File: src/rtl/uart_int_pkg.sv
// Shared constants for the UART interrupt controller: source IDs, FSM encoding, ISR layout.
package uart_int_pkg;

    localparam logic [2:0] ID_NONE = 3'd0;
    localparam logic [2:0] ID_TFE  = 3'd1;
    localparam logic [2:0] ID_THE  = 3'd2;
    localparam logic [2:0] ID_RDA  = 3'd3;
    localparam logic [2:0] ID_RTO  = 3'd4;

    localparam logic [1:0] ST_IDLE = 2'd0;
    localparam logic [1:0] ST_CLR  = 2'd1;
    localparam logic [1:0] ST_HOLD = 2'd2;

    localparam int unsigned ISR_FLAG_LSB = 0;
    localparam int unsigned ISR_ID_LSB   = 4;
    localparam int unsigned ISR_IRQ_BIT  = 7;

endpackage

File: src/rtl/uart_int_prio.sv
// Combinational priority encoder for pending interrupt sources: RTO > RDA > THE > TFE.
module uart_int_prio
    import uart_int_pkg::*;
(
    input  logic [3:0] pend_i,
    output logic [2:0] id_o
);

    always_comb begin
        id_o = ID_NONE;
        if (pend_i[3]) begin
            id_o = ID_RTO;
        end else if (pend_i[2]) begin
            id_o = ID_RDA;
        end else if (pend_i[1]) begin
            id_o = ID_THE;
        end else if (pend_i[0]) begin
            id_o = ID_TFE;
        end
    end

endmodule

File: src/rtl/uart_int_ctrl.sv
// UART host interrupt controller: enable mask, registered IRQ, read-to-clear handshake.
// Optional IRQ coalescing is built when UART_INT_COALESCE_EN is defined.
module uart_int_ctrl
    import uart_int_pkg::*;
#(
    parameter int unsigned pHoldoff  = 4,
    parameter int unsigned pCoalesce = 16
) (
    input  logic       Clk,
    input  logic       Rst,
    input  logic       iTFE,
    input  logic       iTHE,
    input  logic       iRDA,
    input  logic       iRTO,
    input  logic       WE_IER,
    input  logic [3:0] DI,
    input  logic       RE_ISR,
    output logic [7:0] DO,
    output logic [3:0] IER,
    output logic       Clr_Int,
    output logic       IRQ,
    output logic       Busy
);

    localparam logic [3:0] HoldLoad = 4'(pHoldoff - 1);

    logic [1:0] state_q, state_d;
    logic [3:0] hold_q, hold_d;
    logic [3:0] ier_q, ier_d;
    logic [7:0] do_q, do_d;
    logic       irq_q, irq_d;

    logic [3:0] flags;
    logic [3:0] pend;
    logic [2:0] id;

    assign flags = {iRTO, iRDA, iTHE, iTFE};
    assign pend  = flags & ier_q;

    uart_int_prio u_prio (
        .pend_i (pend),
        .id_o   (id)
    );

    always_comb begin
        state_d = state_q;
        hold_d  = hold_q;
        do_d    = do_q;
        ier_d   = WE_IER ? DI : ier_q;
        unique case (state_q)
            ST_IDLE: begin
                if (RE_ISR) begin
                    do_d[ISR_IRQ_BIT]       = irq_q;
                    do_d[ISR_ID_LSB +: 3]   = id;
                    do_d[ISR_FLAG_LSB +: 4] = flags;
                    state_d                 = ST_CLR;
                end
            end
            ST_CLR: begin
                hold_d  = HoldLoad;
                state_d = ST_HOLD;
            end
            ST_HOLD: begin
                if (hold_q == 4'd0) begin
                    state_d = ST_IDLE;
                end else begin
                    hold_d = hold_q - 4'd1;
                end
            end
            default: state_d = ST_IDLE;
        endcase
    end

`ifdef UART_INT_COALESCE_EN
    localparam logic [7:0] CoalLast = 8'(pCoalesce - 1);

    logic [7:0] coal_q, coal_d;
    logic       low_pend;
    logic       stay_idle;

    // RTO bypasses the qualification window; only the lower sources are coalesced.
    assign low_pend  = |pend[2:0];
    assign stay_idle = (state_q == ST_IDLE) && (state_d == ST_IDLE);

    always_comb begin
        coal_d = coal_q;
        if (!stay_idle || (pend == 4'd0)) begin
            coal_d = 8'd0;
        end else if (low_pend && (coal_q != 8'hFF)) begin
            coal_d = coal_q + 8'd1;
        end
        irq_d = (state_d == ST_IDLE) && (pend[3] || (low_pend && (coal_q >= CoalLast)));
    end

    always_ff @(posedge Clk or posedge Rst) begin
        if (Rst) begin
            coal_q <= 8'd0;
        end else begin
            coal_q <= coal_d;
        end
    end
`else
    // Looking at the next state keeps IRQ low on the very cycle the FSM enters CLR.
    always_comb begin
        irq_d = (|pend) && (state_d == ST_IDLE);
    end
`endif

    always_ff @(posedge Clk or posedge Rst) begin
        if (Rst) begin
            state_q <= ST_IDLE;
            hold_q  <= 4'd0;
            ier_q   <= 4'd0;
            do_q    <= 8'd0;
            irq_q   <= 1'b0;
        end else begin
            state_q <= state_d;
            hold_q  <= hold_d;
            ier_q   <= ier_d;
            do_q    <= do_d;
            irq_q   <= irq_d;
        end
    end

    assign DO      = do_q;
    assign IER     = ier_q;
    assign IRQ     = irq_q;
    assign Clr_Int = (state_q == ST_CLR);
    assign Busy    = (state_q != ST_IDLE);

endmodule
File: config.mk
export PLATFORM = sky130hd
export DESIGN_NAME = uart_int_ctrl
export DESIGN_NICKNAME = d
export VERILOG_FILES = /design/src/rtl/uart_int_pkg.sv /design/src/rtl/uart_int_prio.sv /design/src/rtl/uart_int_ctrl.sv
export SDC_FILE = /design/constraint.sdc
export NUM_CORES = 1
export LEC_CHECK = 0
export ABC_AREA = 1
export CORE_MARGIN = 3
export CORE_UTILIZATION = 40
export DETAILED_ROUTE_END_ITERATION = 16
export PLACE_DENSITY_LB_ADDON = 0.15
export SLEW_MARGIN = 5
export SYNTH_ARGS = -nofsm -noshare
export SYNTH_HDL_FRONTEND = slang
export SYNTH_HIERARCHICAL = 1
export SYNTH_SLANG_ARGS = --single-unit
File: constraint.sdc
create_clock -name Clk -period 1.13 [get_ports Clk]
set_clock_uncertainty 0.15 [all_clocks]
set_input_delay 0.113 -clock Clk [delete_from_list [all_inputs] [get_ports Clk]]
set_output_delay 0.113 -clock Clk [all_outputs]
set_load 0.05 [all_outputs]
==> Word-level counts from Yosys, hierarchy flattened <==
Cells that the tools add are included.
{ "totals": {"inputBits": 12, "reg_bits": 19} }
{ "classes": {"mux": 9, "n_reduce_logical": 9, "n_addsub": 1, "bitwise_logic": 1, "eq_ne": 3} }
{ "ops": {"columns": ["cell", "count"], "rows": [
  ["two-way mux 3 bit", 3],
  ["one-hot mux 4 bit (2 select lines)", 1],
  ["one-hot mux 2 bit (3 select lines)", 1],
  ["bitwise AND 4 bit", 1],
  ["zero test 2 bit", 2],
  ["zero test 4 bit", 1],
  ["two-way mux 2 bit", 2],
  ["two-way mux 4 bit", 1],
  ["AND reduction 2 bit", 2],
  ["nonzero test 2 bit", 2],
  ["OR reduction 4 bit", 1],
  ["subtractor 4 x 1 -> 4 bit (second input constant)", 1],
  ["== test 2 x 1 -> 1 bit (second input constant)", 1],
  ["== test 2 bit (second input constant)", 1],
  ["!= test 2 bit (second input constant)", 1],
  ["logical AND 1 bit", 1],
  ["two-way mux 1 bit", 1]
]} }

==> Logic depth before layout (Yosys ltp) <==
Gate-level depths: netlist of run 1.
{ "logic_depth": {"depth_word": 5, "mapped_depth": 7} }

==> Cells and area by module <==
The synthesis of run 1 kept the hierarchy.
{ "modules_own_cells": {"columns": ["module", "area_each_um2", "cells_each", "n_inst"], "rows": [
  ["uart_int_ctrl", 845.8, 96, 1],
  ["uart_int_prio", 35.0, 6, 1]
]} }

==> Least setup slack after synthesis of run 1 <==
Ideal clock, no wire load.
{ "synth_timing": {"path_type": "reg2reg", "start": "reg ier_q[1], in the netlist IER[1]", "end": "reg do_q[4], in the netlist DO[4]", "slack_ns": -0.165, "stages_incl_launch_ff": 8, "arrival_time_ns": 1.027, "required_ns": 0.862, "cell_sequence": "dfrtp_1 nand2_1 inv_1 inv_2 nand2_2 a21oi_2 nand2_1 nand2_1"} }
{ "synth_via": {"elab_chain_len": 4} }
{ "synth_lines": {"columns": ["item", "line_no", "source"], "rows": [
  ["start: declaration", "uart_int_ctrl.sv:29", "logic [3:0] ier_q, ier_d;"],
  ["start signal: assignment", "uart_int_ctrl.sv:119", "ier_q <= ier_d;"],
  ["bitwise AND 4 bit", "uart_int_ctrl.sv:38", "assign pend = flags & ier_q;"],
  ["net pend[1]", "uart_int_ctrl.sv:34", "logic [3:0] pend;"],
  ["two-way mux 3 bit", "uart_int_prio.sv:15", "end else if (pend_i[1]) begin"],
  ["two-way mux 3 bit", "uart_int_prio.sv:13", "end else if (pend_i[2]) begin"],
  ["two-way mux 3 bit", "uart_int_prio.sv:11", "if (pend_i[3]) begin"],
  ["net id[0]", "uart_int_ctrl.sv:35", "logic [2:0] id;"],
  ["end signal: assignment", "uart_int_ctrl.sv:120", "do_q <= do_d;"],
  ["end: declaration", "uart_int_ctrl.sv:30", "logic [7:0] do_q, do_d;"]
]} }
The timed path passes the listed nets, and every way through them passes these cells.
A chain may end at the register's enable or synchronous reset.

==> Worst setup path in the final report of run 1 <==
{ "layout_timing": {"start": "reg state_q[1]", "end": "out Clr_Int"} }
{ "layout_via": {"elab_chain_len": 1} }
{ "layout_lines": {"columns": ["item", "line_no", "source"], "rows": [
  ["start: declaration", "uart_int_ctrl.sv:27", "logic [1:0] state_q, state_d;"],
  ["start signal: assignment", "uart_int_ctrl.sv:117", "state_q <= state_d;"],
  ["== test 2 x 1 -> 1 bit", "uart_int_ctrl.sv:128", "assign Clr_Int = (state_q == ST_CLR);"],
  ["end: declaration", "uart_int_ctrl.sv:20", "output logic Clr_Int,"]
]} }
Every way passes these cells.

==> results.py, run 1 <==
metrics = {
    "status": {
        "outcome": "complete, but fails checks",
        "violations": "negative setup slack",
    },
    "route": {
        "vias": 806,
        "wire_per_inst_um": 11.90,
        "dr.pass1.iters": 4,
        "wl_um": 2094,
        "ant_nets": 0,
        "drt_iter0_markers": 2,
        "drc": 0,
        "routed_via_density": 4.580,
    },
    "die": {
        "ioPinCount": 27,
        "start_util_pct": 43.56,
        "fp.dieH_um": 52.93,
        "die_width_um": 52.93,
        "core_mm2": 0.002022,
        "dieArea_mm2": 0.002801,
        "rows": 16,
    },
    "power": {
        "pwr_density_cell_mw_per_mm2": 2779,
        "power_leakage_nw": 0.7911,
        "ir_drop_mv": 1.673,
        "total_power_w": 0.004326,
    },
    "logic_synthesis": {
        "syn_inst": 102,
        "yosysSeqAreaShare_pct": 53.98,
        "synth_area_um2": 880.8,
        "synth_warnings": 6,
        "synth_seq_cells": 19,
        "synth_nets": 115,
        "ys_types": 18,
        "avgSynthCellArea_um2": 8.636,
    },
    "final_layout": {
        "layoutNonFillerInstCount": 176,
        "drive_gt1_share_pct": 46.31,
        "multi_input_area_um2": 395.4,
        "nFillCells": 121,
        "ff_latch_area_um2": 481.7,
        "antennaDiodeCount": 0,
        "nNetsFinal": 163,
        "syn2layout_area_growth_pct": 76.70,
    },
    "timing": {
        "fin_setup_tns_ps": -2013,
        "worst_pin_slew_ps": 204.5,
        "finalSetupViolations": 29,
        "fmax_ghz": 0.7178,
        "fin_ws_ps": -263.1,
        "slew_headroom_pct": 86.33,
        "timing_hold_violations_final": 0,
        "slew_viol_final": 0,
        "post-route-min-period_ps": 1393,
        "rsz0062_at_grt": "yes",
        "period_share_pct": 123.3,
    },
    "cts": {
        "cts-buffers-inserted": 3,
        "numClockSinks": 19,
        "root_buffer": "clkbuf_4",
        "cts_buffer_depth": 2,
        "clkTransAtPathRegs_ps": 110,
        "cts.htree.levels": 1,
        "cts_tree": "done",
        "clock_latency_ps": 300,
    },
    "critical_path": {
        "cp.arrival_ps": 1130,
        "crit_family": "flip-flops",
        "reg2reg_from": "state_q[1]$_DFF_PP0_",
        "path_buf_inv": 3,
        "start_kind": "register",
        "max_stage_delay_ps": 450,
        "cp-end-kind": "primary output",
        "r2r_slack_ps": -140,
        "critPathMaxFanout": 2,
        "criticalPathCategory": "reg2out",
        "crit_required_ps": 870,
        "critical_path.slowest_cell": "dfrtp_1",
        "cp_cell_sequence": "inv_2, nand2_4, clkinvlp_4, buf_12",
        "r2r-end": "hold_q[1]$_DFFE_PP0P_",
        "worst-r2r-cell-count": 7,
    },
    "global_routing": {
        "grt_pass1_wl_um": 3774,
        "grt_pass1_vias": 851,
        "grt_start_max_net_pins": 14,
        "grtUsageTotal_pct": 18.70,
        "grt_overflow": 0,
        "antenna_found_initial": 0,
    },
    "worst_hold_path": {
        "hold_path.class": "in2reg",
        "hold_path_depth": 3,
        "min_from": "iTHE",
        "holdPathEnd": "DO[1]$_DFFE_PP0P_",
    },
    "place": {
        "place_inst": 161,
        "port_buffers": 26,
        "dpl.hpwl_um": 1504,
        "pre_cts_slack_ps": -193.3,
        "place_congestion": 0.7272,
    },
    "flow_run": {
        "drv_cap": 0,
    },
}
==> cell usage in the layout (no fill, tap or decap) <==
cell and n:
buf_12 15, a21oi_2 1, ha_4 1, clkbuf_1 1, nand3_1 2, dfrtp_1 14
nor2_2 1, nand2_1 40, a21oi_1 1, nand2_4 3, clkdlybuf4s50_1 11, nor2_4 2
clkbuf_4 3, o21ai_1 1, dfrtp_2 5, nand2_2 6, nand2_8 1, buf_6 2
dlygate4sd3_1 1, buf_4 14, clkinvlp_4 1, inv_1 6, xor2_1 1, mux2_2 4
inv_2 7, inv_6 1, inv_4 1, nor2_1 2, nand3_2 1
==> repair_timing <==
action                     4_1_cts  5_1_grt
pin swaps                        2        3
hold endpoints to repair        19        0
cloned                           1        0
hold buffers                     1        0
setup endpoints to repair       28       30
buffers inserted                 5        4
gates resized for setup          9        5
==> worst reg2reg max path, cell delays in order (launching register included) <==
cell and delay (ps):
dfrtp_1 450, inv_2 80, buf_4 140, nor2_4 110, nand2_4 100, nand2_4 90, nand2_1 50, nand2_1 60
==> cells by family (layout without fill, tap and decap cells) <==
group                      after synthesis  count (layout)  share of synthesized area [%]
xor gates and xnor gates                 1               1                         0.9945
and+or+nand+nor                         58              58                          28.55
muxes                                    4               4                          5.113
adders and majority gates                1               1                          1.420
buffers and inverters                   16              63                          7.813
AOI/OAI and AO/OA                        3               3                          2.130
DFF                                     19              19                          53.98
==> synthesized netlist by cell type <==
cell type	number	area share, %
a21oi_1	1	0.57
a21oi_2	1	0.99
buf_4	1	0.85
dfrtp_1	19	54
ha_1	1	1.4
inv_1	13	5.5
inv_2	1	0.43
inv_6	1	0.99
mux2_2	4	5.1
nand2_1	46	20
nand2_2	2	1.4
nand2_4	2	2.6
nand3_1	3	1.7
nor2_1	3	1.3
nor2_2	1	0.71
nor2_4	1	1.3
o21ai_1	1	0.57
xor2_1	1	0.99
==> sequential cells by signal, indices dropped and copies added, names as in the netlist <==
| signal | count |
|---|---|
| DO | 8 |
| IER | 4 |
| hold_q | 4 |
| state_q | 2 |
| IRQ | 1 |
==> per-layer routing <==
metal	vias to the layer above	track usage [%]	share of wire (%)
met1	377	21.49	41
met4	0	7.660	1.7
li1	400	-	-
met2	25	32.44	51
met5	-	0	0
met3	4	5.070	6.3
==> stage by stage <==
step / utilization [%] / hold slack, ps / area [um2]
2_1_floorplan: - / -86.15 / 914.6
3_3_place_gp: 69.43 / 252.6 / 1404
3_5_place_dp: 69.43 / 257.3 / 1404
4_1_cts: 74.81 / 237.0 / 1513
5_1_grt: 76.98 / 255.6 / 1556
6_report: 76.98 / 236.4 / 1556
==> power breakdown <==
group | total [W] | leakage (nW) | internal (W) | switching, W
Sequential | 0.00120 | 0.230 | 0.000932 | 0.000263
Combinational | 0.00278 | 0.547 | 0.00133 | 0.00145
Clock | 0.000347 | 0.0150 | 0.000137 | 0.000209
Total | 0.00433 | 0.791 | 0.00240 | 0.00192
==> worst max-delay path by stage <==
stage                              start            endpoint  slack (ps)  cells past startpoint
finish              state_q[1]$_DFF_PP0_             Clr_Int        -260                      4
global route        state_q[1]$_DFF_PP0_             Clr_Int        -320                      4
CTS                 state_q[1]$_DFF_PP0_             Clr_Int        -230                      4
detailed placement                WE_IER  IER[3]$_DFFE_PP0P_        -190                      2
global placement                  WE_IER  IER[2]$_DFFE_PP0P_        -150                      2
floorplan             IER[1]$_DFFE_PP0P_   DO[4]$_DFFE_PP0P_         -20                      7
==> final cells by class <==
type | instances | share of cell area, %
Tap cell | 27 | 2.170
Multi-Input combinational cell | 67 | 25.40
Clock buffer | 4 | 1.688
Timing Repair Buffer | 43 | 35.21
Timing Repair inverter | 1 | 0.4019
Inverter | 15 | 4.180
Sequential cell | 19 | 30.95
Power figures use the tool's default switching activity.
==> run 2, diff against run 1 <==
--- a/config.mk
+++ b/config.mk
@@ -6,6 +6,7 @@
 export NUM_CORES = 1
 export LEC_CHECK = 0
 export ABC_AREA = 1
+export CAP_MARGIN = 20
 export CORE_MARGIN = 3
 export CORE_UTILIZATION = 40
 export DETAILED_ROUTE_END_ITERATION = 16
==> results of run 2 <==
Final layout, timing and power as in run 1 (identical DEF).
